**src/rtl/ysyx_201979054_axi_read_arbiter_if.sv**
```systemverilog
// rtl/ysyx_201979054_axi_read_arbiter_if.sv - request/issue bundle between requesters, arbiter and AXI read master
//
// Purpose: groups every non-clock/reset signal of the read arbiter.
// Ports (signals):
//   i_start_icache/dcache/nc : one-cycle read-request pulses
//   i_addr_icache/dcache/nc  : request addresses, held until the requester's done
//   i_r_last                 : last read beat accepted by the AXI master
//   o_start_read             : one-cycle start to the AXI master
//   o_read_addr/o_read_len   : registered address/length of the granted request
//   o_grant                  : one-hot {nc, dcache, icache}
//   o_done_icache/dcache/nc  : done pulse to the winner
//   o_busy                   : transaction in flight
//   o_timeout                : watchdog pulse
// Modports: slave = arbiter view, master = requester/AXI-master side view.
interface ysyx_201979054_axi_read_arbiter_if #(
    parameter int ADDR_WIDTH = 32
);
    logic                  i_start_icache;
    logic                  i_start_dcache;
    logic                  i_start_nc;
    logic [ADDR_WIDTH-1:0] i_addr_icache;
    logic [ADDR_WIDTH-1:0] i_addr_dcache;
    logic [ADDR_WIDTH-1:0] i_addr_nc;
    logic                  i_r_last;
    logic                  o_start_read;
    logic [ADDR_WIDTH-1:0] o_read_addr;
    logic [7:0]            o_read_len;
    logic [2:0]            o_grant;
    logic                  o_done_icache;
    logic                  o_done_dcache;
    logic                  o_done_nc;
    logic                  o_busy;
    logic                  o_timeout;

    modport slave (
        input  i_start_icache, i_start_dcache, i_start_nc,
        input  i_addr_icache, i_addr_dcache, i_addr_nc,
        input  i_r_last,
        output o_start_read, o_read_addr, o_read_len, o_grant,
        output o_done_icache, o_done_dcache, o_done_nc,
        output o_busy, o_timeout
    );

    modport master (
        output i_start_icache, i_start_dcache, i_start_nc,
        output i_addr_icache, i_addr_dcache, i_addr_nc,
        output i_r_last,
        input  o_start_read, o_read_addr, o_read_len, o_grant,
        input  o_done_icache, o_done_dcache, o_done_nc,
        input  o_busy, o_timeout
    );
endinterface

```
**src/rtl/ysyx_201979054_axi_read_arbiter.sv**
```systemverilog
// rtl/ysyx_201979054_axi_read_arbiter.sv - round-robin arbiter sharing one AXI read master among icache, dcache and nc loads
//
// Purpose: latches start pulses as pending requests, picks one winner by
// round-robin, issues exactly one read at a time and routes r_last back to
// the winner as its done pulse.
// Ports:
//   clk  : clock, rising edge
//   arst : asynchronous active-high reset
//   bus  : ysyx_201979054_axi_read_arbiter_if.slave (requests, issue, done)
// Optional feature: YSYX_201979054_ARB_TIMEOUT_EN enables a BUSY watchdog
// that ends a transaction after TIMEOUT_CYCLES cycles without r_last.
module ysyx_201979054_axi_read_arbiter #(
    parameter int ADDR_WIDTH     = 32,
    parameter int BLOCK_BEATS    = 16,
    parameter int TIMEOUT_CYCLES = 1024
) (
    input  logic clk,
    input  logic arst,
    ysyx_201979054_axi_read_arbiter_if.slave bus
);

    typedef enum logic [1:0] {
        S_IDLE  = 2'd0,
        S_ISSUE = 2'd1,
        S_BUSY  = 2'd2
    } state_e;

    // Requester bit positions: [0]=icache, [1]=dcache, [2]=nc
    localparam logic [2:0] G_IC = 3'b001;
    localparam logic [2:0] G_DC = 3'b010;
    localparam logic [2:0] G_NC = 3'b100;
    localparam logic [7:0] CACHE_LEN = 8'(BLOCK_BEATS - 1);

    state_e                state_q, state_d;
    logic [2:0]            pend_q, pend_d;
    logic [2:0]            last_q, last_d;
    logic [2:0]            grant_q, grant_d;
    logic [ADDR_WIDTH-1:0] addr_q, addr_d;
    logic [7:0]            len_q, len_d;

    logic [2:0]            start;
    logic [2:0]            req;
    logic [2:0]            win;
    logic [ADDR_WIDTH-1:0] win_addr;
    logic [2:0]            done;
    logic                  start_read;
    logic                  timeout;

    assign start = {bus.i_start_nc, bus.i_start_dcache, bus.i_start_icache};
    // Same-cycle pulses compete immediately, without waiting for pend.
    assign req   = pend_q | start;

    // Round-robin: search starts just after the previous winner.
    always_comb begin
        win = 3'b000;
        case (last_q)
            G_IC: begin
                if      (req[1]) win = G_DC;
                else if (req[2]) win = G_NC;
                else if (req[0]) win = G_IC;
            end
            G_DC: begin
                if      (req[2]) win = G_NC;
                else if (req[0]) win = G_IC;
                else if (req[1]) win = G_DC;
            end
            default: begin
                if      (req[0]) win = G_IC;
                else if (req[1]) win = G_DC;
                else if (req[2]) win = G_NC;
            end
        endcase
    end

    always_comb begin
        win_addr = bus.i_addr_icache;
        if (win[1]) win_addr = bus.i_addr_dcache;
        if (win[2]) win_addr = bus.i_addr_nc;
    end

`ifdef YSYX_201979054_ARB_TIMEOUT_EN
    localparam int CNT_W = $clog2(TIMEOUT_CYCLES) + 1;
    // The first BUSY cycle sees count 0, so firing at TIMEOUT_CYCLES-1
    // lands the pulse TIMEOUT_CYCLES cycles after ISSUE.
    localparam logic [CNT_W-1:0] CNT_LAST = CNT_W'(TIMEOUT_CYCLES - 1);

    logic [CNT_W-1:0] cnt_q, cnt_d;

    always_comb begin
        cnt_d = cnt_q;
        if (state_q == S_ISSUE) cnt_d = '0;
        else if (state_q == S_BUSY) cnt_d = cnt_q + 1'b1;
    end

    always_ff @(posedge clk or posedge arst) begin
        if (arst) cnt_q <= '0;
        else      cnt_q <= cnt_d;
    end
`else
    logic unused_timeout_cfg;
    assign unused_timeout_cfg = (TIMEOUT_CYCLES != 0);
`endif

    always_comb begin
        state_d    = state_q;
        pend_d     = pend_q | start;
        last_d     = last_q;
        grant_d    = grant_q;
        addr_d     = addr_q;
        len_d      = len_q;
        done       = 3'b000;
        start_read = 1'b0;
        timeout    = 1'b0;

        case (state_q)
            S_IDLE: begin
                if (req != 3'b000) begin
                    grant_d = win;
                    last_d  = win;
                    addr_d  = win_addr;
                    len_d   = win[2] ? 8'd0 : CACHE_LEN;
                    pend_d  = (pend_q | start) & ~win;
                    state_d = S_ISSUE;
                end
            end
            S_ISSUE: begin
                start_read = 1'b1;
                state_d    = S_BUSY;
            end
            S_BUSY: begin
                if (bus.i_r_last) begin
                    done    = grant_q;
                    grant_d = 3'b000;
                    state_d = S_IDLE;
                end
`ifdef YSYX_201979054_ARB_TIMEOUT_EN
                else if (cnt_q == CNT_LAST) begin
                    timeout = 1'b1;
                    done    = grant_q;
                    grant_d = 3'b000;
                    state_d = S_IDLE;
                end
`endif
            end
            default: begin
                state_d = S_IDLE;
                grant_d = 3'b000;
            end
        endcase
    end

    always_ff @(posedge clk or posedge arst) begin
        if (arst) begin
            state_q <= S_IDLE;
            pend_q  <= 3'b000;
            last_q  <= G_NC;
            grant_q <= 3'b000;
            addr_q  <= '0;
            len_q   <= 8'd0;
        end else begin
            state_q <= state_d;
            pend_q  <= pend_d;
            last_q  <= last_d;
            grant_q <= grant_d;
            addr_q  <= addr_d;
            len_q   <= len_d;
        end
    end

    assign bus.o_start_read  = start_read;
    assign bus.o_read_addr   = addr_q;
    assign bus.o_read_len    = len_q;
    assign bus.o_grant       = grant_q;
    assign bus.o_done_icache = done[0];
    assign bus.o_done_dcache = done[1];
    assign bus.o_done_nc     = done[2];
    assign bus.o_busy        = (state_q != S_IDLE);
    assign bus.o_timeout     = timeout;

endmodule

```
**src/flat_wrapper.sv**
```systemverilog
// flat-port wrapper written by rule: the top's interface ports become plain ports
module ysyx_201979054_axi_read_arbiter_flat 
#(
    parameter int ADDR_WIDTH     = 32,
    parameter int BLOCK_BEATS    = 16,
    parameter int TIMEOUT_CYCLES = 1024
)
  (clk, arst, bus_i_start_icache, bus_i_start_dcache, bus_i_start_nc, bus_i_addr_icache, bus_i_addr_dcache, bus_i_addr_nc, bus_i_r_last, bus_o_start_read, bus_o_read_addr, bus_o_read_len, bus_o_grant, bus_o_done_icache, bus_o_done_dcache, bus_o_done_nc, bus_o_busy, bus_o_timeout);
  ysyx_201979054_axi_read_arbiter_if #(.ADDR_WIDTH(ADDR_WIDTH)) bus_i ();
  input  logic clk;
  input  logic arst;
  input wire logic [$bits(bus_i.i_start_icache)-1:0] bus_i_start_icache;
  input wire logic [$bits(bus_i.i_start_dcache)-1:0] bus_i_start_dcache;
  input wire logic [$bits(bus_i.i_start_nc)-1:0] bus_i_start_nc;
  input wire logic [$bits(bus_i.i_addr_icache)-1:0] bus_i_addr_icache;
  input wire logic [$bits(bus_i.i_addr_dcache)-1:0] bus_i_addr_dcache;
  input wire logic [$bits(bus_i.i_addr_nc)-1:0] bus_i_addr_nc;
  input wire logic [$bits(bus_i.i_r_last)-1:0] bus_i_r_last;
  output wire logic [$bits(bus_i.o_start_read)-1:0] bus_o_start_read;
  output wire logic [$bits(bus_i.o_read_addr)-1:0] bus_o_read_addr;
  output wire logic [$bits(bus_i.o_read_len)-1:0] bus_o_read_len;
  output wire logic [$bits(bus_i.o_grant)-1:0] bus_o_grant;
  output wire logic [$bits(bus_i.o_done_icache)-1:0] bus_o_done_icache;
  output wire logic [$bits(bus_i.o_done_dcache)-1:0] bus_o_done_dcache;
  output wire logic [$bits(bus_i.o_done_nc)-1:0] bus_o_done_nc;
  output wire logic [$bits(bus_i.o_busy)-1:0] bus_o_busy;
  output wire logic [$bits(bus_i.o_timeout)-1:0] bus_o_timeout;
  assign bus_i.i_start_icache = bus_i_start_icache;
  assign bus_i.i_start_dcache = bus_i_start_dcache;
  assign bus_i.i_start_nc = bus_i_start_nc;
  assign bus_i.i_addr_icache = bus_i_addr_icache;
  assign bus_i.i_addr_dcache = bus_i_addr_dcache;
  assign bus_i.i_addr_nc = bus_i_addr_nc;
  assign bus_i.i_r_last = bus_i_r_last;
  assign bus_o_start_read = bus_i.o_start_read;
  assign bus_o_read_addr = bus_i.o_read_addr;
  assign bus_o_read_len = bus_i.o_read_len;
  assign bus_o_grant = bus_i.o_grant;
  assign bus_o_done_icache = bus_i.o_done_icache;
  assign bus_o_done_dcache = bus_i.o_done_dcache;
  assign bus_o_done_nc = bus_i.o_done_nc;
  assign bus_o_busy = bus_i.o_busy;
  assign bus_o_timeout = bus_i.o_timeout;
  ysyx_201979054_axi_read_arbiter #(.ADDR_WIDTH(ADDR_WIDTH), .BLOCK_BEATS(BLOCK_BEATS), .TIMEOUT_CYCLES(TIMEOUT_CYCLES)) u_core (.clk(clk), .arst(arst), .bus(bus_i));
endmodule
```
**config.mk**
```make
export PLATFORM = sky130hd
export DESIGN_NAME = ysyx_201979054_axi_read_arbiter_flat
export DESIGN_NICKNAME = d
export VERILOG_FILES = /design/src/rtl/ysyx_201979054_axi_read_arbiter_if.sv /design/src/rtl/ysyx_201979054_axi_read_arbiter.sv /design/src/flat_wrapper.sv
export SDC_FILE = /design/constraint.sdc
export NUM_CORES = 1
export LEC_CHECK = 0
export ABC_AREA = 1
export ABC_CLOCK_PERIOD_IN_PS = 2200
export BUFFER_PORTS_ARGS = -buffer_cell sky130_fd_sc_hd__buf_2
export CORE_MARGIN = 4
export CORE_UTILIZATION = 50
export DETAILED_ROUTE_END_ITERATION = 16
export PLACE_DENSITY = 0.86
export SLEW_MARGIN = 5
export SYNTH_ARGS = -nofsm -noshare
export SYNTH_HDL_FRONTEND = slang
export SYNTH_SLANG_ARGS = --single-unit
```
**constraint.sdc**
```tcl
create_clock -name clk -period 2.2 [get_ports clk]
set_input_delay 0.66 -clock clk [delete_from_list [all_inputs] [get_ports clk]]
set_output_delay 0.66 -clock clk [all_outputs]
set_load 0.03 [all_outputs]
```
After elaboration in Yosys (flattened, before gate mapping)
Cells that the tools add are included.
{"block": "op_classes", "n_mux": 24, "n_reduce_logical": 6, "n_bitwise": 4, "eq_ne": 6}
{"cell": "two-way mux 32 bit", "count": 2}
{"cell": "two-way mux 3 bit", "count": 13}
{"cell": "one-hot mux 3 bit (3 select lines)", "count": 1}
{"cell": "two-way mux 2 bit", "count": 3}
{"cell": "one-hot mux 2 bit (3 select lines)", "count": 1}
{"cell": "one-hot mux 3 bit (2 select lines)", "count": 1}
{"cell": "two-way mux 4 bit", "count": 1}
{"cell": "AND reduction 2 bit", "count": 2}
{"cell": "AND 3 bit", "count": 1}
{"cell": "equality test 3 x 1 -> 1 bit, second input constant", "count": 1}
{"cell": "equality test 3 x 2 -> 1 bit, second input constant", "count": 1}
{"cell": "inverter 3 bit", "count": 1}
{"cell": "bitwise OR 3 bit", "count": 1}
{"cell": "AND reduction 3 bit", "count": 1}
{"cell": "nonzero test 3 bit", "count": 1}
{"cell": "equality test 2 x 1 -> 1 bit, second input constant", "count": 1}
{"cell": "equality test 2 bit, second input constant", "count": 1}
{"cell": "logical NOT 2 bit", "count": 1}
{"cell": "two-way mux 1 bit", "count": 2}
{"cell": "!= test 2 x 1 -> 1 bit, second input constant", "count": 1}
{"cell": "!= test 2 bit, second input constant", "count": 1}
{"cell": "nonzero test 2 bit", "count": 1}
{"cell": "inverter 1 bit", "count": 1}
{"block": "totals", "inputBits": 102, "out_inout_bits": 49, "register_bits": 51}

Logic depth before layout (Yosys ltp)
{"block": "depth", "word_depth": 9, "depth_mapped": 10}

Worst setup path before layout
Ideal clock, no wire load.
{"block": "synth_timing", "path_type": "input to output", "startpoint": "in bus_i_r_last", "endpoint": "out bus_o_done_dcache", "slack_ps": 124, "required_time_ps": 1540, "t_arrival_ps": 1416, "stages": 2, "cell_sequence": "inv_1 > nor3_1"}
{"block": "synth_via", "elab_chain_len": 2}
{"item": "start, declared", "line_no": "flat_wrapper.sv:18", "rtl": "input wire logic [$bits(bus_i.i_r_last)-1:0] bus_i_r_last;"}
{"item": "two-way mux 3 bit", "line_no": "ysyx_201979054_axi_read_arbiter.sv:131", "rtl": "if (bus.i_r_last) begin"}
{"item": "two-way mux 3 bit", "line_no": "ysyx_201979054_axi_read_arbiter.sv:115", "rtl": "case (state_q)"}
{"item": "end, declared", "line_no": "flat_wrapper.sv:24", "rtl": "output wire logic [$bits(bus_i.o_done_dcache)-1:0] bus_o_done_dcache;"}
Every way passes these cells.

Final worst setup path
{"block": "layout_timing", "startpoint": "reg u_core.state_q[1]", "endpoint": "out bus_o_done_nc"}
{"block": "layout_via", "elab_chain_len": 2}
{"item": "start, declared", "line_no": "ysyx_201979054_axi_read_arbiter.sv:34", "rtl": "state_e state_q, state_d;"}
{"item": "start signal, assigned", "line_no": "ysyx_201979054_axi_read_arbiter.sv:161", "rtl": "state_q <= state_d;"}
{"item": "equality test 2 bit", "line_no": "ysyx_201979054_axi_read_arbiter.sv:115"}
{"item": "two-way mux 3 bit", "line_no": "ysyx_201979054_axi_read_arbiter.sv:115"}
{"item": "end, declared", "line_no": "flat_wrapper.sv:25", "rtl": "output wire logic [$bits(bus_i.o_done_nc)-1:0] bus_o_done_nc;"}
Every way passes these cells.

==> flow_summary.toml <==
[worst_setup_path]
crit_top_cell = "inv_1"
path_cells = "inv_1, nor2_1, inv_1, nor3_1, buf_2"
cpPeakStageDelay_ps = 380
arrival_ps = 1330
critPathRequiredTime_ps = 1540
crit_path_start_kind = "flop"
path_max_fanout = 3
crit_family = "flip-flops"
worstSetupPathType = "flop to primary output"
reg2reg_slack_ps = 500
crit_path_top_delay_cell = "dfrtp_1"
cp-end-kind = "primary output"
cp_num_buf_inv = 3

[logic_synthesis]
synth.ff_latch_count = 44
syn-cell-area_um2 = 3040
synth_top_cell_by_area = "dfrtp_1"
yosysWarnings = 0
synth.top_cell.area_share = 0.354
yosysSeqAreaShare = 0.362
syn_inst = 466
synth_area_per_cell_um2 = 6.53
ys_types = 24
synthTopCellsByArea = "dfrtp_1, nand2_1, inv_1"

[die]
fp.coreArea_um2 = 5920
rows = 28
die_x_um = 86.0
start_util = 0.514
dieArea_um2 = 7400
ios = 151
chipHeight_um = 86.0

[sta]
tns_ps = 0
setup_ws_ps = 214
rsz0062_at_grt = "no"
max_freq_mhz = 503
worstMarginPinSlew_ps = 534
slew_headroom = 0.644
setup-violations-final = 0
hold_viol = 0
finalCriticalPeriod_ps = 1990
timing.final.crit_share = 0.903
finClkSkew_ps = 5.31
drv_slew = 0

[power]
leakage_nw = 2.47
p_clk_frac = 0.089
comb_power_share = 0.670
power_switching_share = 0.549
powerDensity_nw_per_um2 = 1550
ir_drop_mv = 0.774
power_frac_seq = 0.242
switchingPower_mw = 3.29
internal-power_mw = 2.70

[routing]
vias_per_cell = 4.86
wl_per_cell_um = 12.5
drtIter0Drc = 176
drc = 0
drt_wl_total_um = 8510
drt.antenna.violating_nets = 0
first_pass_iters = 5
num_vias = 3302

[clocking]
cts_resized = 0
cts.sinks = 44
cts_tree = "done"
post_cts_buffers = 0
ctsHoldBuffers = 0
htreeDepth = 2
cts_buffers = 5
path_clk_slew_ps = 80
cts-root-buf = "clkbuf_8"
insertion_delay_ps = 300
cts_buffer_depth = 2

[layout]
drive_gt1_frac = 0.301
nNetsFinal = 705
multi_input_area_um2 = 1290
seqCellArea_um2 = 1100
diodes = 0
n_fill_cell = 541
area_growth_pct = 27.0
fin_util = 0.653

[job]
drv_cap = 0

[grt]
antenna_found_initial = 0
overflow = 0
grt_pass1_wl_um = 14200
grt_start_max_net_pins = 35
grt_pass1_vias = 3182
grt_util_all_layers = 0.237

[place]
io_buffers = 145
dp_hpwl_um = 6340
gp_congestion = 0.841
place_ws_ps = 119

[status]
status = "completed"

[min_path]
hp-class = "primary input to async pin"
kinds of logic (layout without fill, tap and decap cells):
logic type             Yosys count  after routing  synth area share
other                            1              5           0.00123
AOI/OAI and AO/OA               10             10            0.0173
DFF                             44             44             0.362
and+or+nand+nor                264            264             0.402
buffers and inverters          147            281             0.217
per-stage QoR:
stage          power, mW  cell area [µm²]  std cells  hold WS, ps
2_1_floorplan       4.57             3060        470          496
3_3_place_gp        5.37             3770        671          541
3_5_place_dp        5.47             3770        671          544
4_1_cts             6.03             3860        679          408
5_1_grt             6.58             3860        679          433
6_report            5.99             3860        679          395
cells in the mapped netlist:
library cell and instances:
nand2_2 1, nor2_8 1, nand3_1 66, a21oi_1 2
nand2_4 2, nor3_1 3, buf_6 9, nor2_4 1
buf_2 9, clkbuf_1 6, inv_1 112, nand2_1 142
nor2_2 5, nor2_1 9, clkinv_1 1, a31oi_1 2
dfstp_2 1, dfrtp_1 43, o21ai_0 6, inv_2 2
buf_4 8, nand4_1 32, conb_1 1, nand3_2 2
flip-flops by register name (all words and copies together) (netlist names):
register and flops:
u_core.pend_q 3, u_core.bus.o_read_len 1, u_core.state_q 2, u_core.bus.o_grant 3
u_core.bus.o_read_addr 32, u_core.last_q 3
placed cells by master (no fill, tap or decap), drive strengths merged:
cell type / Yosys / routed
a31oi: 2 / 2
nand2: 145 / 145
buf: 26 / 158
o21ai: 6 / 6
conb: 1 / 5
nand3: 68 / 68
dfstp: 1 / 1
nor3: 3 / 3
inv: 114 / 114
a21oi: 2 / 2
nand4: 32 / 32
nor2: 16 / 16
clkinv: 1 / 3
dfrtp: 43 / 43
clkbuf: 6 / 6
final cells by class:
cell class	count	area share
repair buffers	158	0.220
multi-input cells	279	0.335
clock buffers	6	0.0214
flip-flops and latches	44	0.285
clock inverters	2	0.00259
inverters	115	0.112
well taps	75	0.0243
metal layers:
metal  track usage  wire [µm]  vias to the layer above  part of all wire
li1              -          -                     1674                 -
met1         0.299       3330                     1431              0.39
met2         0.408       4140                      180              0.49
met3        0.0413        884                       17              0.10
met4        0.0791        155                        0             0.018
met5             0          0                        -                 0
power groups by stage:
stage | combinational [mW] | clock [mW] | sequential (mW)
floorplan | 2.50 | 0 | 2.07
global placement | 3.92 | 0 | 1.45
detailed placement | 4.01 | 0 | 1.46
CTS | 4.03 | 0.548 | 1.45
global route | 4.50 | 0.576 | 1.50
finish | 4.01 | 0.533 | 1.45
path summary, 6_finish.rpt:
kind / depth (start not counted) / to / from
max: 5 / bus_o_done_nc / u_core.state_q[1]
min: 2 / u_core.bus.o_read_addr[13] / arst
max reg2reg: 8 / u_core.bus.o_read_addr[1] / u_core.pend_q[1]
min reg2reg: 4 / u_core.bus.o_read_addr[10] / u_core.bus.o_read_addr[10]
max in group asynchronous: 3 / u_core.last_q[2] / arst
min in group clk: 4 / u_core.bus.o_read_addr[10] / u_core.bus.o_read_addr[10]
(Power assumes the default switching activity.)
